## src/rtl/npc_fetch.sv

```systemverilog
// Fetch-stage PC register and next-PC sequencer.
// It holds a one-entry pending-redirect buffer so that a D-stage redirect raised during a stall is not lost.
module npc_fetch #(
    parameter logic [31:0] RESET_PC   = 32'h0000_3000,
    parameter logic [31:0] EXC_VECTOR = 32'h0000_4180,
    parameter logic [31:0] IM_BASE    = 32'h0000_3000,
    parameter logic [31:0] IM_LIMIT   = 32'h0000_6FFC
) (
    input  logic        clk,
    input  logic        reset,
    input  logic        stall,
    input  logic        jump_en,
    input  logic [31:0] jump_target,
    input  logic        branch_en,
    input  logic [31:0] branch_target,
    input  logic        jr_en,
    input  logic [31:0] jr_target,
    input  logic        exc_en,
    input  logic        eret_en,
    input  logic [31:0] epc,
    output logic [31:0] pc_f,
    output logic [31:0] pc4_f,
    output logic        adel_f,
    output logic        pend_valid
);

    logic [31:0] pend_target;
    logic        d_req;
    logic [31:0] d_tgt;

    // The decoder should raise only one D enable at a time.
    // If it raises several, jr wins over jump, and jump wins over branch, with no error signalled.
    // NOTE: every always_comb output gets a default first so no latch is inferred.
    always_comb begin
        d_req = jr_en | jump_en | branch_en;
        d_tgt = branch_target;
        if (jr_en)
            d_tgt = jr_target;
        else if (jump_en)
            d_tgt = jump_target;
    end

    // NOTE: state registers use non-blocking assignments so all updates see pre-edge values.
    always_ff @(posedge clk) begin
        if (reset) begin
            pc_f        <= RESET_PC;
            pend_valid  <= 1'b0;
            pend_target <= '0;
        end else if (exc_en) begin
            pc_f       <= EXC_VECTOR;
            pend_valid <= 1'b0;
        end else if (eret_en) begin
            pc_f       <= epc;
            pend_valid <= 1'b0;
        end else if (stall) begin
            if (d_req) begin
                pend_target <= d_tgt;
                pend_valid  <= 1'b1;
            end
        end else if (d_req) begin
            pc_f       <= d_tgt;
            pend_valid <= 1'b0;
        end else if (pend_valid) begin
            pc_f       <= pend_target;
            pend_valid <= 1'b0;
        end else begin
            pc_f <= pc_f + 32'd4;
        end
    end

    assign pc4_f  = pc_f + 32'd4;
    assign adel_f = (pc_f[1:0] != 2'b00) || (pc_f < IM_BASE) || (pc_f > IM_LIMIT);

endmodule
```

## config.mk

```make
export PLATFORM = sky130hd
export DESIGN_NAME = npc_fetch
export DESIGN_NICKNAME = d
export VERILOG_FILES = /design/src/rtl/npc_fetch.sv
export SDC_FILE = /design/constraint.sdc
export NUM_CORES = 1
export LEC_CHECK = 0
export ABC_AREA = 1
export BUFFER_PORTS_ARGS = -buffer_cell sky130_fd_sc_hd__buf_2
export CORE_MARGIN = 3
export CORE_UTILIZATION = 54
export DETAILED_ROUTE_END_ITERATION = 8
export PLACE_DENSITY_LB_ADDON = 0.1
export SLEW_MARGIN = 20
export SYNTH_ARGS = -nofsm -noshare
export SYNTH_HDL_FRONTEND = slang
export SYNTH_SLANG_ARGS = --single-unit
export TNS_END_PERCENT = 5
```

## constraint.sdc

```tcl
create_clock -name clk -period 3.75 [get_ports clk]
set_input_delay 0.9375 -clock clk [delete_from_list [all_inputs] [get_ports clk]]
set_output_delay 0.9375 -clock clk [all_outputs]
set_load 0.005 [all_outputs]
```

==> reports/qor.txt, run 1 <==
Status: completed
Hold Path Depth: 2
Fill count: 885
IO Count: 202
Die Area: 10700 µm²
Crit path depth: 9
Min-Delay Startpoint: pend_target[0]$_SDFFE_PP0P_
Slew at the pin closest to its max-slew limit: 0.719 ns
N_diodes: 0
Arrival time at the worst endpoint: 2.01 ns
Max-cap violations: 0
Max frequency: 340 MHz
Final HPWL DP: 13700 µm
DP Worst Slack: 0.726 ns
Final slew viol count: 0
Most frequent cells in the layout: 321 x nand2_1, 204 x nor2_1, 201 x buf_2
Setup_tns: 0 ns
Fin util: 70.4%
Vias: 6612
Area grow syn2layout: 23.5%
Worst setup slack after layout: 0.807 ns
Avg Vias per Cell: 5.26
Critical Path, Cell by Cell: ha_1 > nand2_1 > nor2_2 > nand2_2 > nor2_1 > nand2_1 > nand2_1 > nand2_1 > buf_2
CTS-repair resized insts: 0
Worst skew pair latency: 0.36 ns
Clk slew on worst S/H paths: 0.08 ns
Initial antenna violation count: 0
Critical path class: flip-flop to output pin
Final nets: 1264
Post-synthesis cell area: 5110 µm²
Slowest-stage cell, CP: dfxtp_1
Post-DP Area: 6140 µm²
Clk root buf: clkbuf_8
Yosys reg bits: 65
Initial DRC Count: 498
Largest net degree at the start of global routing: 41
Routed WL per cell: 14.5 µm
PD cells: 279 nW/µm²
Crit path time final: 2.94 ns
Total track usage: 34.2%
Hold WS: 0.487 ns
Relative max-transition margin: 52.0%
Flop-to-flop setup slack: 1.84 ns
Post-CTS Setup Repair Bufs: 0
CTS sink cnt: 65
CORE AREA: 8980 µm²
DR pass1 iterations: 5
Vert. Die Dim: 103 µm
IO buf count: 201
Initial Util: 57.0%
Share of layout cells above drive strength 1: 22.3%
Worst Reg-to-Reg Cells: 10
Worst vdd ir: 0.165 mV
Cell variety after synth: 35
Final Instance Area: 6320 µm²
Global-route wire length before repair: 28300 µm
Sequential fraction of the synthesis area: 25.4%
Inst Count DP: 1242
Worst Setup Start Kind: flip-flop
Worst endpoint required time: 2.81 ns
Hold WC Path Type: flip-flop to flip-flop
Clock Tree Buf Depth: 2
WHS Endpoint: pend_target[0]$_SDFFE_PP0P_
RSZ-0062 raised after global routing: false
Setup violators final: 0
Row cnt: 34
Worst clock skew: 0.0134 ns
DRC viols: 0
Vias in the first global route: 5782
Antenna-violating nets left: 0
Placer Congestion: 0.984
Syn Inst Count: 949
Commonest non-fill, non-tap cell in the layout: nand2_1
H-tree levels: 3
Synth Net Count: 1086
Yosys Warn Count: 0
Top delay family on crit path: simple AND/OR/NAND/NOR gates
Die Span X: 103 µm
Crit-path max FO: 6
Buf/Inv on CP: 1
Final clock period utilization by the worst path: 78.5%
Max stage delay on crit path: 0.47 ns
Finished Layout Cells: 1258
Hold Vio Cnt, Final: 0
Lkg Pwr: 3.43 nW
Detailed Route WL: 18200 µm
Reg-to-reg critical path endpoint: pc_f[16]$_SDFFE_PP0P_
CTS tree: built
Hold-fix buffers, CTS: 0
Reg-to-Reg Start: pc_f[2]$_SDFFE_PP0P_
Mapped Avg Cell Area: 5.39 µm²
Grt ovf: 0
Cell mode on critical path: nand2_1
Tot Pwr: 1.76 mW
Num CTS Buffers: 9
Worst Setup End Kind: output pin
[area by class of cell]
type	count	area [µm²]	area share, %
Multi-Input combinational cell	753	3260	51.6
Sequential cell	65	1300	20.6
Timing Repair Buffer	214	1100	17.5
Inverter	84	315	4.99
Tap cell	126	158	2.50
Clock buffer	9	124	1.96
Clock inverter	7	53.8	0.852
[Yosys cell counts, drive strengths merged]
| library cell | number | share of area [%] |
|---|---|---|
| nor2 | 214 | 17 |
| dfxtp | 65 | 25 |
| clkinv | 1 | 0.073 |
| nand2 | 325 | 24 |
| nand4 | 6 | 0.73 |
| buf | 28 | 3.0 |
| inv | 83 | 6.1 |
| o31ai | 12 | 1.8 |
| a31oi | 7 | 0.86 |
| o211ai | 2 | 0.29 |
| nand3 | 50 | 4.9 |
| xor2 | 3 | 0.51 |
| clkbuf | 19 | 1.6 |
| o21ai | 56 | 5.5 |
| o221ai | 1 | 0.17 |
| nand3b | 2 | 0.29 |
| o21bai | 4 | 0.59 |
| nor4 | 2 | 0.24 |
| ha | 1 | 0.24 |
| xnor2 | 3 | 0.51 |
| o2111ai | 1 | 0.17 |
| or2 | 4 | 0.49 |
| a21oi | 56 | 5.5 |
| nor3 | 4 | 0.39 |
[tightest hold or removal path, cell delays in order, from the launching register on]
cell and delay, ns:
dfxtp_1 0.31, o21ai_0 0.07, a21oi_1 0.06
[flip-flops by register name (all words and copies together), names as in the netlist, named ones only]
name         flops
pend_target     32
pc_f            30
pend_valid       1
[where the power goes]
| group | internal (mW) | switching, mW | total [mW] |
|---|---|---|---|
| Clock | 0.244 | 0.315 | 0.559 |
| Combinational | 0.176 | 0.262 | 0.438 |
| Sequential | 0.725 | 0.0427 | 0.768 |
[how the worst max path moves through the flow]
stage	slack, ns	start	end
6_report	0.81	pc_f[2]$_SDFFE_PP0P_	pc4_f[28]
3_5_place_dp	0.73	jr_en	pend_target[18]$_SDFFE_PP0P_
5_1_grt	0.63	pc_f[2]$_SDFFE_PP0P_	pc4_f[20]
3_3_place_gp	0.79	jump_en	pc_f[22]$_SDFFE_PP0P_
2_1_floorplan	1.56	pc_f[2]$_SDFFE_PP0P_	pc4_f[28]
4_1_cts	0.82	pc_f[2]$_SDFFE_PP0P_	pc4_f[28]
[logic make-up (layout without fill, tap and decap cells)]
kind of cell / Yosys count / after routing / share of synthesized area (%)
compound gates: 139 / 139 / 14.8
xor+xnor: 6 / 6 / 1.03
fa+ha+maj: 1 / 1 / 0.245
buf+inv: 131 / 314 / 10.8
flops: 65 / 65 / 25.4
simple gates: 607 / 607 / 47.7
[metal layers]
metal  track usage, %  up-vias  routed length (µm)
met4             13.3        0                 603
met3             4.09       50                1600
met2             54.6      370                8090
met5                0        -                   0
li1                 -     3338                   -
met1             47.1     2854                7950
No activity file was read; power rests on OpenSTA's default activity.
==> run 2, diff against run 1 <==
- CORE_UTILIZATION: 54 -> 45
- clock period: 3.75 -> 2.6 ns (I/O delays scaled with it)
==> run 2 against run 1 <==
Clock-buffer cell count is 4 higher. Sequential share of layout area is 0.63 points lower. Sequential power is 45% higher. Power increased by 68%. Via count is 2.1% lower. Combinational power increased by 49%. Design area up 3.4%. Register-to-register slack lost 1.0 ns. Critical path type unchanged.
==> reports/qor.txt, run 2 (synthesized netlist as in run 1, its figures left out) <==
Vert. Die Dim: 113 µm (was 103 µm)
Clk slew on worst S/H paths: 0.06 ns (was 0.08 ns)
Num CTS Buffers: 9 (unchanged)
Max stage delay on crit path: 0.38 ns (was 0.47 ns)
Total track usage: 28.1% (was 34.2%)
Setup violators final: 0 (unchanged)
Area grow syn2layout: 27.7% (was 23.5%)
H-tree levels: 3 (unchanged)
Regs by FF count: pend_target: 32 flops, pc_f: 30 flops, pend_valid: 1 flops (unchanged)
Clock Tree Buf Depth: 2 (unchanged)
Final nets: 1271 (was 1264)
Slowest-stage cell, CP: dfxtp_2 (was dfxtp_1)
Worst Setup Start Kind: flip-flop (unchanged)
Max-cap violations: 0 (unchanged)
Detailed Route WL: 18600 µm (was 18200 µm)
Slew at the pin closest to its max-slew limit: 0.621 ns (was 0.719 ns)
Post-CTS Setup Repair Bufs: 0 (unchanged)
Worst skew pair latency: 0.33 ns (was 0.36 ns)
Global-route wire length before repair: 28600 µm (was 28300 µm)
Hold-fix buffers, CTS: 0 (unchanged)
Status: completed (unchanged)
IO buf count: 201 (unchanged)
Relative max-transition margin: 58.6% (was 52.0%)
Placer Congestion: 0.941 (was 0.984)
Most frequent cells in the layout: 321 x nand2_1, 202 x nor2_1, 201 x buf_2 (was 321 x nand2_1, 204 x nor2_1, 201 x buf_2)
Worst vdd ir: 0.289 mV (was 0.165 mV)
Final HPWL DP: 14300 µm (was 13700 µm)
Arrival time at the worst endpoint: 1.79 ns (was 2.01 ns)
Inst Count DP: 1263 (was 1242)
Final slew viol count: 0 (unchanged)
N_diodes: 0 (unchanged)
Critical Path, Cell by Cell: ha_2 > nand2_1 > nor2_4 > nand2_1 > inv_1 > nand4_1 > nand2_1 > buf_2 (was ha_1 > nand2_1 > nor2_2 > nand2_2 > nor2_1 > nand2_1 > nand2_1 > nand2_1 > buf_2)
Die Area: 12700 µm² (was 10700 µm²)
Initial DRC Count: 660 (was 498)
Worst endpoint required time: 1.95 ns (was 2.81 ns)
DRC viols: 0 (unchanged)
Lkg Pwr: 3.53 nW (was 3.43 nW)
Fill count: 1212 (was 885)
Crit-path max FO: 6 (unchanged)
Grt ovf: 0 (unchanged)
Commonest non-fill, non-tap cell in the layout: nand2_1 (unchanged)
Max frequency: 410 MHz
Seq. cell area: 1310 µm² (was 1300 µm²)
Finished Layout Cells: 1279 (was 1258)
Avg Vias per Cell: 5.06 (was 5.26)
Cell mode on critical path: nand2_1 (unchanged)
DR pass1 iterations: 5 (unchanged)
Worst clock skew: 0.00598 ns (was 0.0134 ns)
DP Worst Slack: 0.400 ns (was 0.726 ns)
Hold Vio Cnt, Final: 0 (unchanged)
Critical path class: flip-flop to output pin (unchanged)
Share of layout cells above drive strength 1: 23.2% (was 22.3%)
Top delay family on crit path: simple AND/OR/NAND/NOR gates (unchanged)
Final clock period utilization by the worst path: 93.9%
Vias: 6475 (was 6612)
Antenna-violating nets left: 0 (unchanged)
CORE AREA: 11000 µm² (was 8980 µm²)
Clk root buf: clkbuf_16 (was clkbuf_8)
Largest register by flop count: pend_target (unchanged)
Fin util: 59.5% (was 70.4%)
CTS-repair resized insts: 0 (unchanged)
Buf/Inv on CP: 2 (was 1)
Routed WL per cell: 14.6 µm (was 14.5 µm)
Row cnt: 38 (was 34)
Largest net degree at the start of global routing: 48 (was 41)
Initial antenna violation count: 0 (unchanged)
Die Span X: 113 µm (was 103 µm)
Worst setup slack after layout: 0.160 ns (was 0.807 ns)
Max reg flops: 32 (unchanged)
CTS sink cnt: 65 (unchanged)
Vias in the first global route: 5556 (was 5782)
IO Count: 202 (unchanged)
Initial Util: 46.6% (was 57.0%)
Crit path time final: 2.44 ns
CTS tree: built (unchanged)
PD cells: 455 nW/µm² (was 279 nW/µm²)
Worst Setup End Kind: output pin (unchanged)
Area of the multi-input gates: 3280 µm² (was 3260 µm²)
Tot Pwr: 2.97 mW (was 1.76 mW)
Hold WC Path Type: flip-flop to flip-flop (unchanged)
-- run 2: cell count changes in the layout (fill, tap and decap cells not counted), sizes merged --
| cell | delta |
|---|---|
| buf | +7 |
| clkinvlp | -3 |
| bufinv | +1 |
| inv | -2 |
| clkbuf | +4 |
-- run 2: metal layers --
layer	global-route usage, %	vias up	wire length (µm)
met5	0	-	0
met4	7.37	0	326
met3	5.93	27	1730
li1	-	3348	-
met2	42.7	293	8180
met1	40.6	2807	8380
-- run 2: worst paths after layout --
kind | start | end | slack [ns] | cells past startpoint
worst max register to register | pc_f[10]$_SDFFE_PP0P_ | pc_f[26]$_SDFFE_PP0P_ | 0.84 | 11
worst min register to register | pend_target[0]$_SDFFE_PP0P_ | pend_target[0]$_SDFFE_PP0P_ | 0.47 | 2
worst min-delay path | pend_target[0]$_SDFFE_PP0P_ | pend_target[0]$_SDFFE_PP0P_ | 0.47 | 2
worst max-delay path | pc_f[2]$_SDFFE_PP0P_ | pc4_f[16] | 0.16 | 8
-- run 2: layout make-up --
type,count,share of cell area [%]
multi-input combinational,753,50.2
timing repair buffer,221,17.9
clock inverter,3,0.613
tap,140,2.68
sequential,65,20.0
inverter,84,4.83
clock buffer,13,3.83
-- run 2: power breakdown --
group          total, mW  switching [mW]  internal (mW)  leakage [nW]
Sequential          1.11          0.0601           1.05         0.533
Clock               1.21           0.446          0.766         0.144
Combinational      0.651           0.386          0.265          2.85
Total               2.97           0.892           2.08          3.53
-- run 2: metrics by stage --
step           hold slack (ns)  area (µm²)    TNS, ns
3_5_place_dp             0.468        6220          0
3_3_place_gp             0.465        6220          0
5_1_grt                  0.516        6530  -0.000572
4_1_cts                  0.476        6510          0
6_report                 0.474        6530          0
2_1_floorplan            0.450        5110          0
-- run 2: worst register-to-register path, cell delays in order, from the launching register on --
cell     delay [ns]
dfxtp_1        0.45
nand2_1        0.17
nor2_2         0.25
nand2_1        0.12
nor2_1         0.14
nand2_1        0.07
nand2_1        0.07
nand3_1        0.10
nand2_1        0.09
nand2_1        0.06
nand2_1        0.08
nand2_1        0.05
==> run 3, diff against run 2 <==
==> constraint.sdc (replaced) <==
create_clock -name clk -period 2.6 [get_ports clk]
set_input_delay 0.26 -clock clk [delete_from_list [all_inputs] [get_ports clk]]
set_output_delay 0.26 -clock clk [all_outputs]
set_load 0.005 [all_outputs]
==> run 3 against run 2 <==
Clock skew grew 0.0025 ns. Fmax grew 13%. Clock power is essentially flat. Clock-buffer cell count shrank 1. Wire length grew 2.2%. First-iteration DRC count shrank 4.4%. Global-route usage grew 1.2 points. Critical endpoint is now pc4_f[28]. Highest routed layer unchanged.
==> reports/qor.txt, run 3 (synthesized netlist as in run 1, its figures left out) <==
Hold Vio Cnt, Final: 0 (unchanged)
Placer Congestion: 0.955 (was 0.941)
Post-CTS Setup Repair Bufs: 0 (unchanged)
Arrival time at the worst endpoint: 1.90 ns (was 1.79 ns)
Global-route wire length before repair: 30000 µm (was 28600 µm)
CTS-repair resized insts: 0 (unchanged)
Num CTS Buffers: 9 (unchanged)
Slew at the pin closest to its max-slew limit: 0.653 ns (was 0.621 ns)
Die Span X: 113 µm (unchanged)
Post-DP Area: 6190 µm² (was 6220 µm²)
CTS tree: built (unchanged)
Cell mode on critical path: nand2_1 (unchanged)
Min-Delay Startpoint: jr_target[10] (was pend_target[0]$_SDFFE_PP0P_)
H-tree levels: 3 (unchanged)
N_diodes: 0 (unchanged)
Final slew viol count: 0 (unchanged)
Commonest non-fill, non-tap cell in the layout: nand2_1 (unchanged)
CTS sink cnt: 65 (unchanged)
Largest register by flop count: pend_target (unchanged)
Relative max-transition margin: 56.4% (was 58.6%)
Vert. Die Dim: 113 µm (unchanged)
Die Area: 12700 µm² (unchanged)
Regs by FF count: pend_target: 32 flops, pc_f: 30 flops, pend_valid: 1 flops (unchanged)
Critical Path, Cell by Cell: ha_1 > nand2_1 > nor2_2 > nand2_2 > nor2_1 > nand2_1 > nand2_1 > nand2_1 > buf_2 (was ha_2 > nand2_1 > nor2_4 > nand2_1 > inv_1 > nand4_1 > nand2_1 > buf_2)
Avg Vias per Cell: 5.07 (was 5.06)
Max reg flops: 32 (unchanged)
Max frequency: 463 MHz (was 410 MHz)
RSZ-0062 raised after global routing: false
Finished Layout Cells: 1274 (was 1279)
Fill count: 1168 (was 1212)
Worst endpoint required time: 2.34 ns (was 1.95 ns)
Grt ovf: 0 (unchanged)
Buf/Inv on CP: 1 (was 2)
Antenna-violating nets left: 0 (unchanged)
Worst vdd ir: 0.299 mV (was 0.289 mV)
Clock Tree Buf Depth: 2 (unchanged)
Slowest-stage cell, CP: dfxtp_1 (was dfxtp_2)
Final Instance Area: 6490 µm² (was 6530 µm²)
Reg-to-Reg Start: pc_f[5]$_SDFFE_PP0P_ (was pc_f[10]$_SDFFE_PP0P_)
Worst Setup End Kind: output pin (unchanged)
Largest net degree at the start of global routing: 61 (was 48)
Detailed Route WL: 19000 µm (was 18600 µm)
Area grow syn2layout: 26.9% (was 27.7%)
Setup_tns: 0 ns (unchanged)
Status: completed (unchanged)
CORE AREA: 11000 µm² (unchanged)
Routed WL per cell: 14.9 µm (was 14.6 µm)
Top delay family on crit path: simple AND/OR/NAND/NOR gates (unchanged)
Lkg Pwr: 3.51 nW (was 3.53 nW)
Most frequent cells in the layout: 321 x nand2_1, 204 x nor2_1, 201 x buf_2 (was 321 x nand2_1, 202 x nor2_1, 201 x buf_2)
Final nets: 1267 (was 1271)
Max-cap violations: 0 (unchanged)
PD cells: 461 nW/µm² (was 455 nW/µm²)
Crit path time final: 2.16 ns (was 2.44 ns)
DR pass1 iterations: 5 (unchanged)
Max stage delay on crit path: 0.41 ns (was 0.38 ns)
Hold WC Path Type: input port to flip-flop (was flip-flop to flip-flop)
Worst Setup Start Kind: flip-flop (unchanged)
Initial Util: 46.6% (unchanged)
Critical path class: flip-flop to output pin (unchanged)
Final clock period utilization by the worst path: 83.1% (was 93.9%)
Clk root buf: clkbuf_16 (unchanged)
Vias in the first global route: 5702 (was 5556)
Crit-path max FO: 6 (unchanged)
Worst clock skew: 0.00847 ns (was 0.00598 ns)
Inst Count DP: 1259 (was 1263)
Vias: 6464 (was 6475)
Worst skew pair latency: 0.34 ns (was 0.33 ns)
IO Count: 202 (unchanged)
Worst Setup SP: pc_f[2]$_SDFFE_PP0P_ (unchanged)
Initial DRC Count: 631 (was 660)
Row cnt: 38 (unchanged)
Final HPWL DP: 14800 µm (was 14300 µm)
Clk slew on worst S/H paths: 0.05 ns (was 0.06 ns)
Setup violators final: 0 (unchanged)
IO buf count: 201 (unchanged)
Share of layout cells above drive strength 1: 22.4% (was 23.2%)
Initial antenna violation count: 0 (unchanged)
Total track usage: 29.4% (was 28.1%)
Hold-fix buffers, CTS: 0 (unchanged)
DRC viols: 0 (unchanged)
-- run 3: area by class of cell --
cell class                      instances  area, µm²  area share [%]
Clock buffer                           12        256            3.95
Sequential cell                        65       1300            20.1
Inverter                               84        315            4.86
Clock inverter                          3       40.0           0.617
Tap cell                              140        175            2.70
Multi-Input combinational cell        753       3260            50.3
Timing Repair Buffer                  217       1140            17.6
-- run 3: tightest hold or removal path, delay by kind of cell --
kind / cells / cell delay, ns
buf+inv: 1 / 0.09
simple gates: 1 / 0.07
compound gates: 1 / 0.07
-- run 3: final timing paths --
path	to	slack, ns	depth (start not counted)
worst max-delay path	pc4_f[28]	0.44	9
worst min register to register	pend_target[1]$_SDFFE_PP0P_	0.48	2
worst min-delay path	pend_target[10]$_SDFFE_PP0P_	0.22	3
worst max register to register	pc_f[9]$_SDFFE_PP0P_	0.80	8
-- run 3: power by group --
part / total (mW) / internal, mW / leakage (nW) / switching [mW]
Sequential: 1.11 / 1.05 / 0.532 / 0.0605
Combinational: 0.643 / 0.258 / 2.83 / 0.385
Clock: 1.24 / 0.786 / 0.148 / 0.450
Total: 2.99 / 2.09 / 3.51 / 0.895
-- run 3: metal layers --
metal  global-route usage, %  up-vias  routed length [µm]
met5                       0        -                   0
met4                    7.13        0                 269
met3                    4.53       21                1730
met2                    45.1      275                8320
met1                    43.1     2825                8700
li1                        -     3343                   -
-- run 3: through the flow --
step / hold slack [ns] / utilization, % / setup slack [ns] / total power, mW
after floorplan: 0.427 / - / 1.05 / 1.48
after global placement: 0.465 / 56.4 / 0.822 / 1.76
after detailed placement: 0.468 / 56.4 / 0.785 / 1.76
after CTS: 0.206 / 59.1 / 0.424 / 2.99
after global routing: 0.225 / 59.1 / 0.276 / 3.14
final: 0.221 / 59.1 / 0.438 / 2.99
